[config.mk]
export PLATFORM = sky130hd
export DESIGN_NAME = mem_stage_lsu
export DESIGN_NICKNAME = d
export VERILOG_FILES = /design/src/rtl/lsu_pkg.sv /design/src/rtl/lsu_timeout_ctr.sv /design/src/rtl/mem_stage_lsu.sv
export SDC_FILE = /design/constraint.sdc
export NUM_CORES = 1
export LEC_CHECK = 0
export ABC_AREA = 1
export CAP_MARGIN = 20
export CORE_UTILIZATION = 42
export CTS_CLUSTER_SIZE = 16
export DETAILED_ROUTE_END_ITERATION = 12
export PLACE_DENSITY_LB_ADDON = 0.12
export SLEW_MARGIN = 10
export SYNTH_ARGS = -nofsm -noshare
export SYNTH_HDL_FRONTEND = slang
export SYNTH_SLANG_ARGS = --single-unit
[constraint.sdc]
create_clock -name clk -period 2.7 [get_ports clk]
set_input_delay 0.81 -clock clk [delete_from_list [all_inputs] [get_ports clk]]
set_output_delay 0.81 -clock clk [all_outputs]
set_load 0.01 [all_outputs]
[src/rtl/lsu_pkg.sv]
// Shared types and default sizing for the memory-stage load/store unit.
package lsu_pkg;

    typedef enum logic [1:0] {IDLE, ACCESS, DONE} lsu_state_t;

    localparam int LSU_ADDR_W      = 16;
    localparam int LSU_DATA_W      = 16;
    localparam int LSU_TIMEOUT_CYC = 64;

endpackage

[src/rtl/lsu_timeout_ctr.sv]
// Access watchdog: counts ACCESS cycles and flags when TIMEOUT_CYC-1 is reached.
module lsu_timeout_ctr
    import lsu_pkg::*;
#(
    parameter int TIMEOUT_CYC = LSU_TIMEOUT_CYC
) (
    input  logic clk,
    input  logic reset,
    input  logic clear,
    input  logic enable,
    output logic expired
);

    localparam logic [7:0] LIMIT = 8'(TIMEOUT_CYC - 1);

    logic [7:0] count;

    always_ff @(posedge clk or posedge reset) begin
        if (reset) begin
            count <= '0;
        end else if (clear) begin
            count <= '0;
        end else if (enable) begin
            count <= count + 8'd1;
        end
    end

    assign expired = (count == LIMIT);

endmodule

[src/rtl/mem_stage_lsu.sv]
// MEM-stage load/store unit: req/ack handshake with data memory, pipeline stall and MEM/WB bubble.
// Optional alignment trap enabled by defining LSU_ALIGN_CHECK_EN.
module mem_stage_lsu
    import lsu_pkg::*;
#(
    parameter int ADDR_W      = LSU_ADDR_W,
    parameter int DATA_W      = LSU_DATA_W,
    parameter int TIMEOUT_CYC = LSU_TIMEOUT_CYC
) (
    input  logic              clk,
    input  logic              reset,
    input  logic              valid_m,
    input  logic              memRead_m,
    input  logic              memWrite_m,
    input  logic [ADDR_W-1:0] aluRes_m,
    input  logic [DATA_W-1:0] writeData_m,
    output logic              dmem_req,
    output logic              dmem_we,
    output logic [ADDR_W-1:0] dmem_addr,
    output logic [DATA_W-1:0] dmem_wdata,
    input  logic              dmem_ack,
    input  logic [DATA_W-1:0] dmem_rdata,
    output logic              stall_o,
    output logic              bubble_o,
    output logic [DATA_W-1:0] readData_o,
    output logic              bus_err_o,
    output logic              misalign_o
);

    lsu_state_t state;
    logic       acc;
    logic       expired;

    assign acc = valid_m & (memRead_m | memWrite_m);

    lsu_timeout_ctr #(
        .TIMEOUT_CYC(TIMEOUT_CYC)
    ) u_timeout (
        .clk    (clk),
        .reset  (reset),
        .clear  ((state == IDLE) & acc),
        .enable (state == ACCESS),
        .expired(expired)
    );

`ifdef LSU_ALIGN_CHECK_EN
    logic misalign_q;
    assign misalign_o = misalign_q;
`else
    assign misalign_o = 1'b0;
`endif

    // Ack wins over timeout; dmem_we doubles as the load/store flag of the outstanding access.
    always_ff @(posedge clk or posedge reset) begin
        if (reset) begin
            state      <= IDLE;
            dmem_req   <= 1'b0;
            dmem_we    <= 1'b0;
            dmem_addr  <= '0;
            dmem_wdata <= '0;
            readData_o <= '0;
            bus_err_o  <= 1'b0;
`ifdef LSU_ALIGN_CHECK_EN
            misalign_q <= 1'b0;
`endif
        end else begin
            bus_err_o <= 1'b0;
`ifdef LSU_ALIGN_CHECK_EN
            misalign_q <= 1'b0;
`endif
            case (state)
                IDLE: begin
                    if (acc) begin
`ifdef LSU_ALIGN_CHECK_EN
                        if (aluRes_m[0]) begin
                            misalign_q <= 1'b1;
                            readData_o <= '0;
                            state      <= DONE;
                        end else begin
                            dmem_addr  <= aluRes_m;
                            dmem_wdata <= writeData_m;
                            dmem_we    <= memWrite_m;
                            dmem_req   <= 1'b1;
                            state      <= ACCESS;
                        end
`else
                        dmem_addr  <= aluRes_m;
                        dmem_wdata <= writeData_m;
                        dmem_we    <= memWrite_m;
                        dmem_req   <= 1'b1;
                        state      <= ACCESS;
`endif
                    end
                end
                ACCESS: begin
                    if (dmem_ack) begin
                        dmem_req <= 1'b0;
                        if (!dmem_we) begin
                            readData_o <= dmem_rdata;
                        end
                        state <= DONE;
                    end else if (expired) begin
                        dmem_req   <= 1'b0;
                        readData_o <= '0;
                        bus_err_o  <= 1'b1;
                        state      <= DONE;
                    end
                end
                DONE: begin
                    state <= IDLE;
                end
                default: begin
                    state <= IDLE;
                end
            endcase
        end
    end

    assign stall_o  = ((state == IDLE) & acc) | (state == ACCESS);
    assign bubble_o = stall_o;

endmodule

## After elaboration in Yosys (flattened, before gate mapping)

Cells that the tools add are included.

- Register bits after elaboration: 61

- Equality and inequality tests: 5
- Mux-type cells: 16
- Reduce and logical (&&, ||, !) cells: 8
- Add/subtract/negate cells: 1
- Bitwise logic cells: 4

Operator list:

| cell | count |
|---|---|
| $mux W16 | 3 |
| $mux W8 | 2 |
| $add A8 B1 Y8 const B | 1 |
| $eq A8 B6 Y1 const B | 1 |
| $mux W1 | 6 |
| $mux W2 | 3 |
| $reduce_and A3 Y1 | 2 |
| $reduce_bool A2 Y1 | 3 |
| $ne A2 B2 Y1 const B | 2 |
| $pmux W2 S2 | 1 |
| $reduce_and A2 Y1 | 2 |
| $ne A3 B3 Y1 const B | 1 |
| $and A1 B1 Y1 | 2 |
| $eq A2 B1 Y1 const B | 1 |
| $logic_not A2 Y1 | 1 |
| $or A1 B1 Y1 | 2 |
| $pmux W1 S2 | 1 |

## Depth between registers and ports, before layout

Gate-level depths: netlist of the first run.

- Depth after elaboration: 4
- Gate-level depth with buffers: 9
- Gate-level depth less buffers: 8

## Modules after synthesis

From an unflattened synthesis of the first run, not the netlist that was laid out.

- Cell total of the unflattened synthesis: 333
- Area total of the unflattened synthesis: 2,854.0 um^2

By module, submodules not included:

| module | cells an instance | sequential area each (um^2) | area an instance (um^2) | instances |
|---|---|---|---|---|
| mem_stage_lsu | 276 | 1,326.3 | 2,419.8 | 1 |
| lsu_timeout_ctr | 57 | 200.2 | 434.2 | 1 |

## Least setup slack after synthesis of the first run

Ideal clock, no wire load.

- Path kind: input to output
- Start point: input port memWrite_m
- End point: output port stall_o
- Cell stages on the path: 5
- Data arrival time: 1,569 ps
- Setup slack: 321 ps
- Buffers on the path: 2
- Cells stage by stage: or2_1 nand3_2 buf_4 nand2_1 buf_4

- Longest elaborated chain between the ends: 4

RTL lines:

| element | RTL line | text |
|---|---|---|
| from (decl) | mem_stage_lsu.sv:14 | `input logic memWrite_m,` |
| $or A1 B1 Y1 | mem_stage_lsu.sv:34 | `assign acc = valid_m & (memRead_m \| memWrite_m);` |
| $and A1 B1 Y1 | mem_stage_lsu.sv:34 |  |
| $and A1 B1 Y1 | mem_stage_lsu.sv:119 | `assign stall_o = ((state == IDLE) & acc) \| (state == ACCESS);` |
| $or A1 B1 Y1 | mem_stage_lsu.sv:119 |  |
| to (decl) | mem_stage_lsu.sv:23 | `output logic stall_o,` |

No other way between the ends.

## Worst setup path in the final report of the first run

- Start point: input port memWrite_m
- End point: output port bubble_o

- Longest elaborated chain between the ends: 4

RTL lines:

| element | RTL line | text |
|---|---|---|
| $or A1 B1 Y1 | mem_stage_lsu.sv:34 |  |
| $and A1 B1 Y1 | mem_stage_lsu.sv:34 |  |
| $and A1 B1 Y1 | mem_stage_lsu.sv:119 |  |
| $or A1 B1 Y1 | mem_stage_lsu.sv:119 |  |
| to (decl) | mem_stage_lsu.sv:24 | `output logic bubble_o,` |

No other way between the ends.

==> flow_summary.ini, run 1 <==
[worst_setup_path]
slowest_delay_ns = 0.41
slowest_stage = clkdlybuf4s50_1
worst-path-max-fanout = 3
required_ns = 1.89
r2r-end = readData_o[14]$_DFFE_PP0P_
path_cells = clkdlybuf4s50_1 > or2_1 > nand3_2 > nand2_1 > clkbuf_2
critical_path_class = in2out
reg2reg_slack_ns = 1.05
crit_arrival_ns = 1.76
crit_path_end_kind = output pin
worstRegToRegCells = 6
worstReg2RegStart = state[1]$_DFFE_PP0P_
cp-start-kind = primary input

[cts]
cts_buffer_depth = 2
postCtsSetupBuffers = 0
cts_root_buffer = clkbuf_8
clkLatencyLatePin_ns = 0.33
cts_buffers = 9
h-tree-depth = 3
cts_tree = done
clock_sinks = 61
clk_pin_slew_ns = 0.06

[route]
routed_wl_mm = 5.93
firstDrtPassIters = 4
num_vias = 2263
wl_per_cell_um = 12.6
drcViolationCount = 0
drtIter0Drc = 127
post_drt_via_cell_ratio = 4.79
postRouteAntennaNets = 0

[place]
numPortBuffers = 106
gp_congestion = 0.740
placed_area_um2 = 3660
hpwl_mm = 4.07

[grt]
grt_max_degree = 47
grt_pass1_vias = 2234
grt_usage_pct = 20.9
global_route.usage.met1_pct = 26.7
use_met3_pct = 7.66
gr-total-overflow = 0
grt_antenna_before_repair = 0
grt_use_met2_pct = 32.1
grt_pass1_wl_mm = 10.0
busiest_layer = met2

[power_and_ir_drop]
internal_power_mw = 2.34
ir_drop_mv = 0.427
leakage_nw = 1.89
clockPowerShare_pct = 20.9
power_switching_mw = 1.09
p_comb_share_pct = 37.9
p_sw_share_pct = 31.7
power_density_nw_per_um2 = 895
seqPwrFrac_pct = 41.3

[min_path]
min_path_cells = 2
holdCritPathClass = reg2reg
min_to = readData_o[12]$_DFFE_PP0P_
min_from = readData_o[12]$_DFFE_PP0P_

[synthesis]
synth.avg_cell_area_um2 = 8.83
yosys.area.top_type_share_pct = 60.2
yosysMostFrequentCell = nand2_1
ys_seq_area_share_pct = 60.2
synth_common_cells = 140 x nand2_1, 61 x dfrtp_1, 17 x nand4_1
yosysWarningCount = 0
ys_ff_latch = 61
synth_edf_count = 0
syn_inst = 287
ys.flop_type = dfrtp_1
synthesis.nets = 342
synth_top_area_cell = dfrtp_1
synth_area_um2 = 2530
synth_cell_type_count = 23
synthTopCellsByArea = dfrtp_1 60%, nand2_1 21%, nand4_1 4.2%, nand2_2 2.7%, buf_2 1.8%
async_flop_share_pct = 100

[floorplanning]
initial_core_util_pct = 44.6
rows = 27
dieArea_um2 = 6350
io_pins = 108
core_um2 = 5680
dieHeight_um = 79.7
die_w_um = 79.7

[run]
max_cap_viol_count = 0

[timing]
final_hold_viol_count = 0
min_period_ns = 2.57
max_freq_mhz = 388
post-route-period-util_pct = 95.4
fin_skew_ns = 0.00561
holdWs_ns = 0.472
report.final.setup_viol = 0
rsz0062_at_grt = false
drv_slew = 0

[finish]
nNetsFinal = 451
diodes = 0
area_delta_synth_final_pct = 51.2
drive_gt1_share_pct = 9.50
fin_area_um2 = 3830

[outcome]
status = finished, final reports clean
==> repair_timing <==
| item | in CTS | in global routing |
|---|---|---|
| hold buffers | 0 | 0 |
| endpoints found under the setup margin | 2 | 2 |
| pin swaps | 0 | 0 |
| gates resized for setup | 4 | 2 |
==> logic make-up (layout without fill, tap and decap cells) <==
kind of cell / after synthesis / count (layout) / share of synthesized area, %
compound gates: 8 / 8 / 1.58
simple gates: 187 / 187 / 31.8
flops: 61 / 61 / 60.2
mux: 1 / 1 / 0.395
buf+inv: 28 / 141 / 5.33
other cells: 1 / 1 / 0.148
fa+ha+maj: 1 / 1 / 0.494
==> per-stage QoR <==
stage	util [%]	TNS [ns]	cells	total power [mW]	setup WS [ns]
6_report	67.5	0	472	3.43	0.125
5_1_grt	67.5	0	472	3.68	0.0635
4_1_cts	67.7	0	472	3.48	0.0183
3_5_place_dp	64.6	-0.452	457	2.75	-0.230
3_3_place_gp	64.6	-0.379	457	2.72	-0.190
2_1_floorplan	-	0	287	1.98	0.321
==> layout make-up <==
cell class | instances | area, um2
fill | 487 | 1840
sequential | 61 | 1530
timing repair buffer | 113 | 1120
multi-input combinational | 198 | 872
clock buffer | 14 | 173
tap | 72 | 90.1
inverter | 13 | 48.8
clock inverter | 1 | 5.00
==> registers in the layout, indices dropped and copies added (netlist names) <==
signal	count
dmem_req	1
dmem_we	1
u_timeout.count	8
state	2
bus_err_o	1
dmem_addr	16
dmem_wdata	16
readData_o	16
==> critical path, delay by kind of cell <==
family | cells | cell delay (ns)
buffers and inverters | 2 | 0.56
AND/OR/NAND/NOR | 3 | 0.40
==> worst max path at each step <==
stage | slack (ns) | cells after the start | to | from
final | 0.13 | 5 | bubble_o | memWrite_m
after global routing | 0.06 | 5 | bubble_o | memWrite_m
after CTS | 0.02 | 5 | bubble_o | memWrite_m
after detailed placement | -0.23 | 5 | bubble_o | memWrite_m
after global placement | -0.19 | 5 | bubble_o | memWrite_m
after floorplan | 0.32 | 5 | stall_o | memWrite_m
==> placed cells by master, fill, tap and decap left out, drive strengths merged <==
cell type	count
buf	7
or2	1
nand4	17
mux2i	1
clkinv	2
inv	12
a21oi	3
o21ai	5
conb	1
nand2	151
clkbuf	16
nand3	10
clkdlybuf4s50	104
nor2	7
nor3	1
ha	1
dfrtp	61
==> metal layers <==
metal  up-vias  part of all wire, %
met3        10                  9.2
met5         -                    0
met2        96                   45
li1       1117                    -
met4         0                  1.9
met1      1040                   44
==> power groups by stage <==
stage                     Sequential (mW)  Combinational [mW]  Clock (mW)
after detailed placement             1.42                1.32           0
after CTS                            1.42                1.32       0.745
after floorplan                      1.55               0.432           0
final                                1.42                1.30       0.716
after global routing                 1.45                1.44       0.795
after global placement               1.42                1.30           0
Power figures use the tool's default switching activity.
==> inputs of run 2 (changes only) <==
--- a/config.mk
+++ b/config.mk
@@ -6,11 +6,13 @@
 export NUM_CORES = 1
 export LEC_CHECK = 0
 export ABC_AREA = 1
+export ABC_CLOCK_PERIOD_IN_PS = 2430
 export CAP_MARGIN = 20
 export CORE_UTILIZATION = 42
 export CTS_CLUSTER_SIZE = 16
 export DETAILED_ROUTE_END_ITERATION = 12
 export PLACE_DENSITY_LB_ADDON = 0.12
+export REMOVE_ABC_BUFFERS = 1
 export SLEW_MARGIN = 10
 export SYNTH_ARGS = -nofsm -noshare
 export SYNTH_HDL_FRONTEND = slang
==> constraint.sdc (replaced) <==
create_clock -name clk -period 2.43 [get_ports clk]
set_input_delay 0.729 -clock clk [delete_from_list [all_inputs] [get_ports clk]]
set_output_delay 0.729 -clock clk [all_outputs]
set_load 0.01 [all_outputs]
==> flow_summary.ini, run 2 (same netlist as run 1, synthesis figures left out) <==
[outcome]
status = finished, final reports clean

[cts]
h-tree-depth = 3
clkLatencyLatePin_ns = 0.34
cts_buffers = 9
cts_root_buffer = clkbuf_8
postCtsSetupBuffers = 0
clk_pin_slew_ns = 0.06
hold_buffers = 0
clock_sinks = 61
cts_buffer_depth = 2
cts_tree = done

[worst_setup_path]
worstReg2RegStart = state[1]$_DFFE_PP0P_
worst-path-max-fanout = 3
crit_arrival_ns = 1.66
required_ns = 1.70
cp-start-kind = primary input
critical_path_class = in2out
reg2reg_slack_ns = 0.83
crit_path_end_kind = output pin
worstRegToRegCells = 7
r2r-end = readData_o[11]$_DFFE_PP0P_

[timing]
max_freq_mhz = 418
report.final.setup_viol = 0
fin_skew_ns = 0.00983
finalWorstSetupSlack_ns = 0.0403
holdWs_ns = 0.469
rsz0062_at_grt = false
final_hold_viol_count = 0
drv_slew = 0
post-route-period-util_pct = 98.3
min_period_ns = 2.39

[finish]
nNetsFinal = 452
diodes = 0
reg.largest.list = dmem_addr: 16 flops, dmem_wdata: 16 flops, readData_o: 16 flops
final_common_cell = nand2_1
num-fill-cells = 487
final_util_pct = 68.7
drive_gt1_share_pct = 10.4
final_cell_mix = 139 x nand2_1, 104 x clkdlybuf4s50_1, 61 x dfrtp_1
area_delta_synth_final_pct = 54.0

[power_and_ir_drop]
power.total_mw = 4.05
leakage_nw = 1.92
power_density_nw_per_um2 = 1040
ir_drop_mv = 0.517

[route]
post_drt_via_cell_ratio = 4.73
drtIter0Drc = 103
routed_wl_mm = 6.14
postRouteAntennaNets = 0
wl_per_cell_um = 12.9
num_vias = 2240
firstDrtPassIters = 4
drcViolationCount = 0

[floorplanning]
rows = 27
dieArea_um2 = 6350
core_um2 = 5680
initial_core_util_pct = 44.6
io_pins = 108
dieHeight_um = 79.7
die_w_um = 79.7

[grt]
grt_antenna_before_repair = 0
grt_max_degree = 42
grt_pass1_wl_mm = 9.83
grt_usage_pct = 20.8
gr-total-overflow = 0
grt_pass1_vias = 2173

[min_path]
min_path_cells = 2
min_from = readData_o[14]$_DFFE_PP0P_
min_to = readData_o[14]$_DFFE_PP0P_
holdCritPathClass = reg2reg

[place]
hpwl_mm = 4.17
gp_congestion = 0.715
numPortBuffers = 106
post-place-ws_ns = -0.333

[run]
max_cap_viol_count = 0
==> run 2: layout make-up <==
| cell class | instances | area [um2] | area share [%] |
|---|---|---|---|
| inverters | 13 | 48.8 | 1.25 |
| clock inverters | 4 | 70.1 | 1.80 |
| multi-input cells | 198 | 875 | 22.4 |
| well taps | 72 | 90.1 | 2.31 |
| flip-flops and latches | 61 | 1530 | 39.1 |
| repair buffers | 114 | 1140 | 29.1 |
| clock buffers | 12 | 155 | 3.98 |
==> run 2: per-layer routing <==
layer / up-vias / GRT usage [%] / share of wire, % / wire length (um)
met1: 1033 / 25.6 / 43 / 2630
met3: 13 / 8.34 / 10 / 614
met4: 0 / 11.6 / 2.4 / 149
met5: - / 0 / 0 / 0
met2: 80 / 31.0 / 45 / 2740
li1: 1114 / - / - / -
==> run 2: where the power goes <==
part           internal (mW)  switching [mW]
sequential              1.36           0.211
clock                  0.630           0.385
combinational          0.806           0.662
total                   2.79            1.26
==> run 2: stage by stage <==
stage	cell area (um2)	setup TNS, ns	instances
2_1_floorplan	2450	0	272
3_3_place_gp	3680	-0.593	458
3_5_place_dp	3680	-0.660	458
4_1_cts	3900	0	474
5_1_grt	3900	0	474
6_report	3900	0	474
==> run 2: how the worst max path moves through the flow <==
stage	from	end	slack (ns)	cells after the start
after floorplan	memWrite_m	bubble_o	0.06	3
after detailed placement	memWrite_m	stall_o	-0.33	5
after CTS	memWrite_m	stall_o	0.01	5
final	memWrite_m	stall_o	0.04	5
after global routing	memWrite_m	stall_o	0.008	5
after global placement	memWrite_m	stall_o	-0.30	5
==> run 2: repair_timing <==
action | in CTS | in global routing
resized for setup | 8 | 1
endpoints found under the setup margin | 2 | 2
endpoints found under the hold margin | 0 | 0
==> run 2: worst max-delay path, stage by stage <==
cell             delay, ns
clkdlybuf4s50_1       0.41
or2_1                 0.24
nand3_2               0.08
nand2_2               0.06
buf_2                 0.14
==> inputs of run 3 (changes only) <==
--- a/config.mk
+++ b/config.mk
@@ -13,7 +13,7 @@
 export DETAILED_ROUTE_END_ITERATION = 12
 export PLACE_DENSITY_LB_ADDON = 0.12
 export REMOVE_ABC_BUFFERS = 1
-export SLEW_MARGIN = 10
+export SLEW_MARGIN = 20
 export SYNTH_ARGS = -nofsm -noshare
 export SYNTH_HDL_FRONTEND = slang
 export SYNTH_SLANG_ARGS = --single-unit
==> results of run 3 <==
Same layout as run 2: the final DEF is identical, and so are final timing and power.
